==> src/rtl/w2_stream_reader.sv <==
// Read-side sequencer for the layer-2 weight SRAM: sweeps addresses 0..DEPTH-1 on start,
// hides the one-cycle read latency behind a 2-entry skid FIFO and streams words over valid/ready.
module w2_stream_reader #(
  parameter int DEPTH = 10,
  parameter int AW    = 4,
  parameter int DW    = 16
) (
  input  logic          clk,
  input  logic          rst,
  input  logic          start,
  output logic          busy,
  output logic          done,
  output logic          sram_we,
  output logic [AW-1:0] sram_addr,
  input  logic [DW-1:0] sram_q,
  output logic [DW-1:0] w_data,
  output logic          w_valid,
  input  logic          w_ready,
  output logic [AW-1:0] w_idx,
  output logic          w_last,
  output logic          o_dbg_state
);

  // Handshake: a word transfers on any rising edge where w_valid & w_ready; while
  // w_valid is high and w_ready low, w_data/w_idx/w_last hold their values.

  typedef enum logic {S_IDLE = 1'b0, S_RUN = 1'b1} state_t;

  localparam logic [AW:0] L_DEPTH = (AW+1)'(DEPTH);
  localparam logic [AW:0] L_LAST  = (AW+1)'(DEPTH - 1);

  state_t        r_state;
  state_t        w_state_nxt;
  logic [AW:0]   r_rd_ptr;
  logic [AW:0]   r_acc_cnt;
  logic          r_inflight;
  logic [AW-1:0] r_tag;
  logic [AW-1:0] r_addr;
  logic [DW-1:0] r_fdata [2];
  logic [AW-1:0] r_fidx  [2];
  logic          r_wp;
  logic          r_rp;
  logic [1:0]    r_occ;
  logic          r_done;

  logic w_start_acc;
  logic w_pop;
  logic w_push;
  logic w_room;
  logic w_issue;
  logic w_final_pop;

  assign w_valid     = (r_occ != 2'd0);
  assign w_pop       = w_valid & w_ready;
  assign w_push      = r_inflight;
  // A new read may only be issued if it is guaranteed a FIFO slot when it lands.
  assign w_room      = ({1'b0, r_occ} + {2'b00, r_inflight}) < (3'd2 + {2'b00, w_pop});
  assign w_start_acc = (r_state == S_IDLE) & start;
  assign w_issue     = (r_state == S_RUN) & (r_rd_ptr < L_DEPTH) & w_room;
  assign w_final_pop = (r_state == S_RUN) & w_pop & (r_acc_cnt == L_LAST);

  always_comb begin
    w_state_nxt = r_state;
    case (r_state)
      S_IDLE:  if (start) w_state_nxt = S_RUN;
      S_RUN:   if (w_final_pop) w_state_nxt = S_IDLE;
      default: w_state_nxt = S_IDLE;
    endcase
  end

  always_ff @(posedge clk or posedge rst) begin
    if (rst) r_state <= S_IDLE;
    else     r_state <= w_state_nxt;
  end

  always_ff @(posedge clk or posedge rst) begin
    if (rst) begin
      r_rd_ptr   <= '0;
      r_acc_cnt  <= '0;
      r_inflight <= 1'b0;
      r_tag      <= '0;
      r_addr     <= '0;
      r_wp       <= 1'b0;
      r_rp       <= 1'b0;
      r_occ      <= 2'd0;
      r_done     <= 1'b0;
      for (int i = 0; i < 2; i++) begin
        r_fdata[i] <= '0;
        r_fidx[i]  <= '0;
      end
    end else begin
      r_done     <= w_final_pop;
      r_inflight <= w_issue;
      if (w_start_acc) begin
        r_rd_ptr  <= '0;
        r_acc_cnt <= '0;
      end else begin
        if (w_issue) r_rd_ptr <= r_rd_ptr + 1'b1;
        if (w_pop)   r_acc_cnt <= r_acc_cnt + 1'b1;
      end
      if (w_issue) begin
        r_addr <= r_rd_ptr[AW-1:0];
        r_tag  <= r_rd_ptr[AW-1:0];
      end
      // SRAM data for the address set on the previous edge is valid this cycle.
      if (w_push) begin
        r_fdata[r_wp] <= sram_q;
        r_fidx[r_wp]  <= r_tag;
        r_wp          <= ~r_wp;
      end
      if (w_pop) r_rp <= ~r_rp;
      r_occ <= r_occ + {1'b0, w_push} - {1'b0, w_pop};
    end
  end

  assign sram_we     = 1'b0;
  assign sram_addr   = r_addr;
  assign busy        = (r_state == S_RUN);
  assign done        = r_done;
  assign w_data      = r_fdata[r_rp];
  assign w_idx       = r_fidx[r_rp];
  assign w_last      = w_valid & ({1'b0, r_fidx[r_rp]} == L_LAST);
  assign o_dbg_state = r_state;

endmodule

==> config.mk <==
export PLATFORM = sky130hd
export DESIGN_NAME = w2_stream_reader
export DESIGN_NICKNAME = d
export VERILOG_FILES = /design/src/rtl/w2_stream_reader.sv
export SDC_FILE = /design/constraint.sdc
export NUM_CORES = 1
export LEC_CHECK = 0
export CORE_UTILIZATION = 49
export CTS_BUF_LIST = sky130_fd_sc_hd__clkbuf_4
export DETAILED_ROUTE_END_ITERATION = 10
export PLACE_DENSITY = 0.89
export SYNTH_ARGS = -nofsm -noshare
export SYNTH_HDL_FRONTEND = slang
export SYNTH_SLANG_ARGS = --single-unit
==> constraint.sdc <==
create_clock -name clk -period 2 [get_ports clk]
set_clock_uncertainty 0.05 [all_clocks]
set_input_delay 0.5 -clock clk [delete_from_list [all_inputs] [get_ports clk]]
set_output_delay 0.5 -clock clk [all_outputs]
set_load 0.01 [all_outputs]
==> metrics.cfg, run 1 <==
[run_status]
status=complete, but fails checks
failed_checks=setup timing

[layout]
finalNetCount=296
area_growth_pct=33.9
fin_util=0.696
drive_gt1_frac=0.480
fin_cells=343
mostFrequentLayoutCells=dfrtp_1 (59), mux2_2 (46), clkdlybuf4s50_1 (26), buf_6 (19)
final_area_mm2=0.00365
nFillCells=368
layout_commonest_cell=dfrtp_1
antenna_cells=0

[die]
core_area_mm2=0.00524
initial_utilization=0.520
die_h_um=76.6
rows=26
die-area_mm2=0.00586
dieWidth_um=76.6
boundaryPins=50

[setup_path]
critical_path_arrival_ps=1680
critical_path.max_fanout=4
cp.required_ps=1450
setup.worst_path.class=reg -> out
r2r-start=r_occ[0]
critPathLaunchType=flip-flop
rrSetupSlack_ps=140
startpoint=r_rp
critPathCaptureType=output port

[grt]
grt_usage=0.191
antenna_found_initial=0
grt_max_degree=62
grt_pass1_vias=1716
grt_first_pass_wirelength_mm=8.40
grt_overflow=0

[timing]
fin_ws_ps=-227
finalCriticalPeriod_ps=2230
final_max_slew_viol_count=0
finalCritPeriodShare=1.11
fin_worst_hold_slack_ps=438
rsz0062_at_grt=true
setup_viol=21
final.setup.tns_ps=-2190
hold_viol=0
fmax_ghz=0.449

[synth]
syn_inst=193
ys_types=30
yosys_warnings=0
synth_fp_nets=220
ys_seq_area_frac=0.560
netlist_area_mm2=0.00272
avgSynthCellArea_um2=14.1
ys_ff_latch=61

[routing]
vias_per_cell=5.05
dr.pass1.iters=4
vias=1731
drt-total-wl_mm=5.29
drc=0
ant_nets=0
wl_per_cell_um=15.4
initialDrtViolationCount=65

[power_and_ir_drop]
pwr_density_cell_mw_per_mm2=1830
seq_power_share=0.342
combPwrFrac=0.559
power.switching_mw=2.22
switching_share=0.332
power.leakage_nw=1.69
vdd_drop_max_mv=1.10
power_frac_clock=0.099
power_mw=6.68
p_int_mw=4.46

[placement]
hpwl_mm=3.51
dp_cells=320
portBuffers=48
gp_congestion=0.793
dpl_worst_slack_ps=-183
place_area_mm2=0.00339

[run]
drv_cap=0

[hold_path]
min_from=r_acc_cnt[4]
min_path_type=reg -> reg

[clock_tree]
cts_buffer_depth=2
cts_root_buf=clkbuf_4
clock_sinks=61
cts_tree=done
cts_made_buffers=9
h-tree-depth=3
clk_pin_slew_ps=90
clock_latency_ps=390

-- power groups by stage --
stage | clock network [mW] | registers [mW] | logic [mW]
finish | 0.663 | 2.29 | 3.73
global route | 0.730 | 2.36 | 4.03
CTS | 0.685 | 2.25 | 3.28
detailed placement | 0 | 2.27 | 3.35
global placement | 0 | 2.24 | 3.25
floorplan | 0 | 2.18 | 2.05
-- critical path, cell delays in order (launching register included) --
cell and delay (ps):
dfrtp_2 450, buf_6 130, mux2_4 310, nor2_4 100
and4_1 180, buf_2 130
-- state kept, by name, summed over array words and instances (netlist names) --
name        count
busy            1
done            1
r_acc_cnt       5
r_fdata        32
r_fidx          8
r_inflight      1
r_occ           2
r_rd_ptr        5
r_rp            1
r_wp            1
sram_addr       4
-- cells in the mapped netlist --
master     n  area [µm²]
a211oi_1   1        7.51
and2_1     1        6.26
and3_2     1        7.51
and4_1     1        8.76
buf_2      4        20.0
buf_4      4        30.0
conb_1     1        3.75
dfrtp_1   61        1530
ha_1       7        87.6
inv_1      6        22.5
inv_2      1        3.75
mux2_1     1        11.3
mux2_2    59         664
mux2_4     4        60.1
mux2i_1    3        30.0
nand2_1    6        22.5
nand2_4    1        11.3
nand2b_1   2        12.5
nand3_1    2        10.0
nand4_1    2        12.5
nand4b_1   1        8.76
nor2_1     9        33.8
nor2b_1    1        6.26
nor3_1     1        5.00
o21ai_0    2        10.0
o21ai_2    1        8.76
o21ai_4    1        16.3
or2_2      1        6.26
xnor2_1    4        35.0
xor2_1     4        35.0
-- per-layer routing --
| layer | track usage | routed length, µm | share of wire |
|---|---|---|---|
| met1 | 0.245 | 2450 | 0.46 |
| met2 | 0.304 | 2560 | 0.48 |
| met3 | 0.0527 | 187 | 0.035 |
| met4 | 0.0808 | 87 | 0.016 |
| met5 | 0 | 0 | 0 |
-- worst paths after layout --
| path | end | cells after the start |
|---|---|---|
| max | w_last | 5 |
| min | done | 1 |
| min reg2reg | done | 1 |
| max in group asynchronous | r_rp | 3 |
| min in group asynchronous | r_acc_cnt[3] | 3 |
| max reg2reg | sram_addr[0] | 8 |
-- what timing repair did --
| item | in CTS | in global routing |
|---|---|---|
| setup endpoints to repair | 22 | 24 |
| hold endpoints to repair | 0 | 0 |
| cloned | 0 | 1 |
| pin swaps | 1 | 1 |
| hold buffers | 0 | 0 |
| buffers inserted | 3 | 4 |
| gates resized for setup | 63 | 55 |
-- cell families after synthesis --
| group | count (synthesis) | synth area share |
|---|---|---|
| mux | 67 | 0.281 |
| flops | 61 | 0.560 |
| simple gates | 29 | 0.0556 |
| buf+inv | 15 | 0.0280 |
| xor+xnor | 8 | 0.0257 |
| fa+ha+maj | 7 | 0.0322 |
| compound gates | 5 | 0.0156 |
| other cells | 1 | 0.00138 |
-- final cells by class --
cell class                 instances  area [µm²]  share of cell area
sequential                        61        1530               0.419
multi-input combinational        117        1180               0.323
timing repair buffer              73         723               0.198
tap                               70        87.6              0.0240
clock buffer                      11        82.6              0.0226
inverter                           7        30.0             0.00824
clock inverter                     4        16.3             0.00446
Note: power is estimated with default switching activity, not from simulation.
==> inputs of run 2 (changes only) <==
--- a/config.mk
+++ b/config.mk
@@ -8,6 +8,7 @@
 export CORE_UTILIZATION = 49
 export CTS_BUF_LIST = sky130_fd_sc_hd__clkbuf_4
 export DETAILED_ROUTE_END_ITERATION = 10
+export GPL_ROUTABILITY_DRIVEN = 0
 export PLACE_DENSITY = 0.89
 export SYNTH_ARGS = -nofsm -noshare
 export SYNTH_HDL_FRONTEND = slang
==> results of run 2 <==
No change in the layout: final DEF, timing and power equal those of run 1.
==> inputs of run 3 (changes only) <==
==> config.mk (replaced) <==
export PLATFORM = sky130hd
export DESIGN_NAME = w2_stream_reader
export DESIGN_NICKNAME = d
export VERILOG_FILES = /design/src/rtl/w2_stream_reader.sv
export SDC_FILE = /design/constraint.sdc
export NUM_CORES = 1
export LEC_CHECK = 0
export CAP_MARGIN = 20
export CORE_UTILIZATION = 47
export DETAILED_ROUTE_END_ITERATION = 10
export GPL_ROUTABILITY_DRIVEN = 0
export PLACE_DENSITY = 0.87
export SYNTH_ARGS = -nofsm -noshare
export SYNTH_HDL_FRONTEND = slang
export SYNTH_SLANG_ARGS = --single-unit
==> metrics.cfg, run 3 (synthesized netlist as in run 1, its figures left out) <==
[run_status]
status=complete, but fails checks
failed_checks=setup timing

[routing]
drt-total-wl_mm=5.22  ; -1.3%
vias_per_cell=5.07  ; +0.47%
dr.pass1.iters=4  ; unchanged
drc=0  ; unchanged
vias=1729  ; -0.12%
wl_per_cell_um=15.3  ; -0.73%
initialDrtViolationCount=58  ; -11%
ant_nets=0  ; unchanged

[layout]
multi_input_area_mm2=0.00120  ; +1.6%
layout_commonest_cell=dfrtp_1
reg_top3=r_fdata x32, r_fidx x8
mostFrequentLayoutCells=dfrtp_1 (61), mux2_2 (39), clkdlybuf4s50_1 (26), buf_6 (25), mux2_4 (24)
area_growth_pct=37.7
largest_register_ffs=32  ; unchanged
top_register=r_fdata
nFillCells=415  ; +13%
finalNetCount=291  ; -1.7%
final_area_mm2=0.00375  ; +2.9%
register_area_mm2=0.00153  ; -0.16%
drive_gt1_frac=0.468  ; -0.0115
fin_cells=341  ; -0.58%
antenna_cells=0  ; unchanged

[grt]
grt_pass1_vias=1817  ; +5.9%
grt_first_pass_wirelength_mm=8.45  ; +0.57%
grt_max_degree=22  ; -65%
grt_overflow=0  ; unchanged
grt_usage=0.187  ; -0.00363
antenna_found_initial=0  ; unchanged

[run]
drv_cap=0  ; unchanged

[clock_tree]
clock_sinks=61  ; unchanged
cts_tree=done
h-tree-depth=3  ; unchanged
clk_pin_slew_ps=70  ; -20 ps
ctsHoldBuffers=0  ; unchanged
cts_buffer_depth=2  ; unchanged
cts_root_buf=clkbuf_8
clock_latency_ps=340  ; -50 ps
cts_made_buffers=9  ; unchanged

[setup_path]
cp.required_ps=1450  ; about the same
r2r_cells=7  ; -1
critical_path.max_fanout=2  ; -2
setup.worst_path.class=reg -> out
startpoint=r_rp
critical_path_arrival_ps=1550  ; -130 ps
critPathCaptureType=output port
r2r-start=r_occ[0]
critPathLaunchType=flip-flop

[die]
die-area_mm2=0.00610  ; +4.1%
core_area_mm2=0.00554  ; +5.8%
initial_utilization=0.492  ; -0.0284
die_h_um=78.1  ; +2.0%
boundaryPins=50  ; unchanged
dieWidth_um=78.1  ; +2.0%
rows=27  ; +3.8%

[timing]
setup_viol=4  ; -81%
finalCritPeriodShare=1.05  ; -0.0623
fin_worst_hold_slack_ps=438  ; -0.0420 ps
finalCriticalPeriod_ps=2100  ; -125 ps
fmax_ghz=0.476  ; +5.9%
fin_ws_ps=-103  ; +125 ps
rsz0062_at_grt=true
final_max_slew_viol_count=0  ; unchanged
hold_viol=0  ; unchanged

[power_and_ir_drop]
pwr_density_cell_mw_per_mm2=1880  ; +2.8%
vdd_drop_max_mv=0.965  ; -12%
power.leakage_nw=1.74  ; +3.5%
power_mw=7.07  ; +5.8%

[placement]
dp_cells=322  ; +0.63%
portBuffers=48  ; unchanged
place_area_mm2=0.00343  ; +1.2%
dpl_worst_slack_ps=-107  ; +76.1 ps
hpwl_mm=3.41  ; -2.8%

[hold_path]
min_path_type=in -> async

## run 3: cell types whose count changed in the layout (fill, tap and decap cells not counted), moves of 4 or more
cell / change
buf_4: -7
mux2_4: +7
mux2_2: -7
buf_6: +6
clkbuf_4: -11
clkbuf_2: -4
clkbuf_8: +11
## run 3: final timing paths
kind | slack [ps] | end
hold reg to reg | 440 | r_rd_ptr[4]
max in group asynchronous | 1020 | r_fdata[7]
setup reg to reg | 240 | sram_addr[3]
min in group clk | 440 | r_rd_ptr[4]
setup / recovery | -100 | w_last
hold / removal | 440 | r_occ[1]
## run 3: layer usage
layer	wire length [µm]	track usage
met1	2360	0.223
met4	114	0.120
met3	224	0.0419
met2	2520	0.305
met5	0	0
## run 3: power by group
group	internal, mW	leakage (nW)	switching, mW	total [mW]
Clock	0.511	0.0921	0.461	0.971
Sequential	1.87	0.714	0.404	2.27
Combinational	2.43	0.939	1.40	3.82
## run 3: through the flow
stage,setup TNS (ps),utilization
after global routing,-1050,0.677
after global placement,-371,0.618
after CTS,-861,0.673
final,-111,0.677
after floorplan,0,-
after detailed placement,-915,0.618
## run 3: layout make-up
| cell class | count | share of cell area |
|---|---|---|
| Timing Repair Buffer | 68 | 0.195 |
| Multi-Input combinational cell | 117 | 0.319 |
| Clock buffer | 12 | 0.0414 |
| Tap cell | 72 | 0.0240 |
| Sequential cell | 61 | 0.407 |
| Clock inverter | 4 | 0.00600 |
| Inverter | 7 | 0.00801 |
## run 3: worst max-delay path, cell delays in order, from the launching register on
cell,delay (ps)
dfrtp_1,400
buf_6,130
mux2_4,290
nor2_1,90
and4_1,170
buf_2,130
## run 3: timing repair
action / in CTS / in global routing
cloned: 1 / 0
endpoints found under the setup margin: 22 / 21
setup buffers: 3 / 0
pin swaps: 2 / 0
gates resized for setup: 119 / 12
